**src/rtl/latch_input_conditioner_pkg.sv**
```systemverilog
// Shared state encoding and default timing constants for the latch input conditioner.
package latch_input_conditioner_pkg;

    typedef enum logic [1:0] {
        IDLE  = 2'd0,
        SETUP = 2'd1,
        PULSE = 2'd2,
        HOLD  = 2'd3
    } state_e;

    localparam int DEFAULT_DEBOUNCE_CYCLES = 16;
    localparam int DEFAULT_EN_PULSE_CYCLES = 4;

endpackage

```
**src/rtl/latch_input_conditioner_debouncer.sv**
```systemverilog
// Two-flop synchronizer followed by a stability counter; the output only moves after
// the synchronized input has disagreed with it for DEBOUNCE_CYCLES consecutive edges.
module debouncer
    import latch_input_conditioner_pkg::*;
#(
    parameter int DEBOUNCE_CYCLES = DEFAULT_DEBOUNCE_CYCLES
) (
    input  logic clk,
    input  logic rst_n,
    input  logic in,
    output logic out
);

    localparam int CNT_W = $clog2(DEBOUNCE_CYCLES + 1);
    localparam logic [CNT_W-1:0] CNT_LAST = CNT_W'(DEBOUNCE_CYCLES - 1);

    logic             sync1_q;
    logic             sync2_q;
    logic             out_q;
    logic             out_d;
    logic [CNT_W-1:0] cnt_q;
    logic [CNT_W-1:0] cnt_d;

    // Flip on the edge where the counter would reach DEBOUNCE_CYCLES, so it never wraps.
    always_comb begin
        out_d = out_q;
        cnt_d = '0;
        if (sync2_q != out_q) begin
            if (cnt_q == CNT_LAST) begin
                out_d = sync2_q;
            end else begin
                cnt_d = cnt_q + CNT_W'(1);
            end
        end
    end

    always_ff @(posedge clk) begin
        if (!rst_n) begin
            sync1_q <= 1'b0;
            sync2_q <= 1'b0;
            out_q   <= 1'b0;
            cnt_q   <= '0;
        end else begin
            sync1_q <= in;
            sync2_q <= sync1_q;
            out_q   <= out_d;
            cnt_q   <= cnt_d;
        end
    end

    assign out = out_q;

endmodule

```
**src/rtl/latch_input_conditioner.sv**
```systemverilog
// Conditions a raw data switch and enable button into a clean setup/pulse/hold
// write sequence for a downstream D latch.
module latch_input_conditioner
    import latch_input_conditioner_pkg::*;
#(
    parameter int DEBOUNCE_CYCLES = DEFAULT_DEBOUNCE_CYCLES,
    parameter int EN_PULSE_CYCLES = DEFAULT_EN_PULSE_CYCLES
) (
    input  logic clk,
    input  logic rst_n,
    input  logic d_raw,
    input  logic en_raw,
    output logic d,
    output logic en,
    output logic busy
);

    localparam int PCNT_W = $clog2(EN_PULSE_CYCLES + 1);
    localparam logic [PCNT_W-1:0] PCNT_LAST = PCNT_W'(EN_PULSE_CYCLES - 1);

    logic              deb_data;
    logic              deb_en;
    logic              trigger;
    state_e            state_q;
    state_e            state_d;
    logic              en_prev_q;
    logic              hold_q;
    logic              hold_d;
    logic [PCNT_W-1:0] pcnt_q;
    logic [PCNT_W-1:0] pcnt_d;
    logic              en_q;
    logic              en_d;
    logic              busy_q;
    logic              busy_d;

    debouncer #(.DEBOUNCE_CYCLES(DEBOUNCE_CYCLES)) u_deb_data (
        .clk  (clk),
        .rst_n(rst_n),
        .in   (d_raw),
        .out  (deb_data)
    );

    debouncer #(.DEBOUNCE_CYCLES(DEBOUNCE_CYCLES)) u_deb_en (
        .clk  (clk),
        .rst_n(rst_n),
        .in   (en_raw),
        .out  (deb_en)
    );

    // en_prev_q tracks even while busy, so a press held through a sequence cannot retrigger.
    assign trigger = (state_q == IDLE) && deb_en && !en_prev_q;

    always_ff @(posedge clk) begin
        if (!rst_n) begin
            state_q   <= IDLE;
            en_prev_q <= 1'b0;
            hold_q    <= 1'b0;
            pcnt_q    <= '0;
            en_q      <= 1'b0;
            busy_q    <= 1'b0;
        end else begin
            state_q   <= state_d;
            en_prev_q <= deb_en;
            hold_q    <= hold_d;
            pcnt_q    <= pcnt_d;
            en_q      <= en_d;
            busy_q    <= busy_d;
        end
    end

    always_comb begin
        state_d = state_q;
        hold_d  = hold_q;
        pcnt_d  = '0;
        case (state_q)
            IDLE: begin
                if (trigger) begin
                    state_d = SETUP;
                    hold_d  = deb_data;
                end
            end
            SETUP: state_d = PULSE;
            PULSE: begin
                if (pcnt_q == PCNT_LAST) begin
                    state_d = HOLD;
                end else begin
                    pcnt_d = pcnt_q + PCNT_W'(1);
                end
            end
            HOLD:    state_d = IDLE;
            default: state_d = IDLE;
        endcase
    end

    // Outputs are decoded from the next state so en and busy come straight off flops.
    always_comb begin
        en_d   = (state_d == PULSE);
        busy_d = (state_d != IDLE);
    end

    assign d    = busy_q ? hold_q : deb_data;
    assign en   = en_q;
    assign busy = busy_q;

endmodule

```
**config.mk**
```make
export PLATFORM = sky130hd
export DESIGN_NAME = latch_input_conditioner
export DESIGN_NICKNAME = d
export VERILOG_FILES = /design/src/rtl/latch_input_conditioner_pkg.sv /design/src/rtl/latch_input_conditioner_debouncer.sv /design/src/rtl/latch_input_conditioner.sv
export SDC_FILE = /design/constraint.sdc
export NUM_CORES = 1
export LEC_CHECK = 0
export ABC_CLOCK_PERIOD_IN_PS = 4140
export CAP_MARGIN = 20
export CORE_MARGIN = 1
export CORE_UTILIZATION = 40
export DETAILED_ROUTE_END_ITERATION = 12
export PLACE_DENSITY = 0.63
export SYNTH_ARGS = -nofsm -noshare
export SYNTH_HDL_FRONTEND = slang
export SYNTH_SLANG_ARGS = --single-unit
```
**constraint.sdc**
```tcl
create_clock -name clk -period 4.14 [get_ports clk]
set_clock_uncertainty 0.1 [all_clocks]
set_input_delay 0.828 -clock clk [delete_from_list [all_inputs] [get_ports clk]]
set_output_delay 0.828 -clock clk [all_outputs]
set_load 0.1 [all_outputs]
```
==> flow_summary_export.csv <==
group,metric,value,unit
cts,clock-sinks,25,
cts,cts.clk_slew.worst_paths,120,ps
worst_setup_path,crit_slowest_cell,"clkdlybuf4s50_1",
cts,cts.path.max_buffers,2,
worst_setup_path,end_kind,"primary output",
place,portBuffers,6,
run_status,result_of_the_run,"complete, no violations",
timing,fin_crit,2933,ps
cts,cts_max_level,1,
worst_setup_path,path_class,"register to primary output",
pwr,vdd.ir_drop.worst,0.0004188,V
route,wire_per_inst,9.938,microns
layout,final_layout_size_suffix_gt1_frac,0.1400,
worst_setup_path,cp.arrival,2010,ps
cts,cts.hold.buffers_added,0,
timing,unrepaired_setup_endpoints_after_global_routing,"false",
synthesis,post_synth_instance_area,947.2,sq um
layout,most-common-layout-cells,"25 x dfxtp_1, 17 x nor2_1, 8 x inv_1, 8 x ha_1",
route,drt_drc_violations_left,0,
layout,most_common_library_cell_in_the_layout_ignoring_fill_and_taps,"dfxtp_1",
cts,cts_setup_buffers,0,
route,number_of_violations_reported_at_the_end_of_detailed_routing_iteration_0,3,
layout,layout-area-overhead-vs-synth,12.81,%
global_route,globalRouteOverflowTotal,0,
timing,totalNegativeSetupSlack,0,ps
synthesis,ys_seq_elements,25,
synthesis,ys_types,21,
cts,tritoncts_buffer_count,3,
global_route,grt_start_max_net_pins,14,
pwr,cellPowerDensity,492.5,nW/um^2
timing,timing.final.max_slew_violations,0,
pwr,p_leak,0.4324,nW
synthesis,synth.yosys.warnings,0,
place,detailed_place_hpwl,959.6,microns
layout,antenna_cells_inserted,0,
cts,clock_tree_from_tritoncts,"built",
layout,finalNetCount,113,
global_route,globalRouteTotalUtil,0.1175,
worst_setup_path,worst_path_largest_cell_delay,1120,ps
route,drtPass1Iterations,4,
floorplanning,placeableCoreArea,2212,sq um
synthesis,synth_sequential_area_ratio,0.5284,
timing,tightest_slew,971.6,ps
cts,post_cts.resized_instances,0,
route,detail-route-antenna-nets,0,
route,dr_total_vias,584,
timing,setup-violations-final,0,
timing,period_share,0.7085,
worst_setup_path,cp_data_required_time,3210,ps
worst_setup_path,crit_chain,"mux2_2 > clkdlybuf4s50_1",
floorplanning,chipHeight,50.66,microns
synthesis,synth_cells,90,
hold_path,worst_hold_path_type,"register to register",
route,totalWireLength,1.272,mm
place,globalplace.congestion,0.7354,
route,detailroute.wirelength.met3,72,microns
floorplanning,initial_utilization,0.4282,
global_route,initial_antenna_violation_count,0,
route,m1WireLength,578,microns
floorplanning,io_pins,7,
global_route,first_global_vias,572,
worst_setup_path,path_max_fanout,4,
floorplanning,die_width,50.66,microns
global_route,global_route_wire_length_before_repair,2.125,mm
cts,cts_root_buf,"clkbuf_4",
run,max-cap-violations,0,
timing,timing.slew.headroom,0.3502,
worst_setup_path,critPathLaunchType,"register",
cts,clk-insertion-delay-late,310,ps
floorplanning,core.rowCount,17,
floorplanning,dieArea,2566,sq um
pwr,total_power,526.3,uW
route,topRoutingLayerUsed,"met4",
route,met2RoutedLength,609,microns
timing,achievable-frequency,340.9,MHz
timing,report.final.hold_viol_count,0,
synthesis,postSynthAreaPerCell,10.52,sq um
synthesis,syn-num-nets,102,
route,detail_routed_via_count_per_cell,4.563,
-- critical path, delay by kind of cell, from the launching register on --
| family | cells | cell delay, ps |
|---|---|---|
| buffers and inverters | 1 | 1120 |
| muxes | 1 | 170 |
| DFF | 1 | 400 |
-- per-stage QoR --
stage | hold slack [ps] | instance area (sq um) | setup slack, ps | utilization | std cells
global route | 358.8 | 1069 | 1152 | 0.4830 | 128
CTS | 330.6 | 1069 | 1197 | 0.4830 | 128
finish | 327.6 | 1069 | 1207 | 0.4830 | 128
detailed placement | 312.7 | 1042 | 1570 | 0.4712 | 124
floorplan | 299.2 | 947.2 | 1620 | - | 90
global placement | 311.4 | 1042 | 1585 | 0.4712 | 124
-- report_power, final --
part           internal [mW]  switching, mW  total [mW]
clock network         0.0376         0.0650       0.103
registers              0.261        0.00895       0.270
logic                 0.0546         0.0990       0.154
-- layout make-up --
cell class	instances	area, sq um
clock buffers	4	26.28
fillers	225	1144
inverters	9	33.78
multi-input cells	56	412.9
flip-flops and latches	25	500.5
well taps	28	35.03
repair buffers	6	60.06
-- final timing paths --
kind                                          start             endpoint  slack [ps]  cells after the start
worst min register to register            pcnt_q[0]            pcnt_q[0]         330                      1
worst min-delay path                      pcnt_q[0]            pcnt_q[0]         330                      1
worst max-delay path                 u_deb_data.out                    d        1210                      2
worst max register to register  u_deb_data.cnt_q[0]  u_deb_data.cnt_q[2]        2480                      5
-- layer usage --
layer / GRT usage / vias up
met1: 0.1117 / 265
met5: 0 / -
li1: - / 308
met4: 0.04167 / 0
met3: 0.06667 / 2
met2: 0.2089 / 9
-- cells by family after synthesis --
kind of cell / after synthesis / synth area share
simple gates: 35 / 0.2048
buf+inv: 9 / 0.03566
mux: 4 / 0.04359
xor+xnor: 6 / 0.05548
flops: 25 / 0.5284
fa+ha+maj: 8 / 0.1057
compound gates: 3 / 0.02643
-- sequential cells by signal (all words and copies together), names as in the netlist, 2 cells and up --
signal	flops
u_deb_data.cnt_q	5
u_deb_en.cnt_q	5
pcnt_q	3
state_q	2
-- synth_stat cells (all sizes together) --
master,n,share of area
xor2,2,0.018
inv,9,0.036
mux2,1,0.012
nor2b,1,0.0066
o22ai,1,0.0066
nor2,17,0.067
o21a,1,0.0079
nand3,2,0.011
ha,8,0.11
nand3b,2,0.016
and2,7,0.054
dfxtp,25,0.53
and3,2,0.013
o311a,1,0.012
or3,3,0.030
xnor2,4,0.037
mux2i,3,0.032
nand2b,1,0.0066
(Power assumes the default switching activity.)
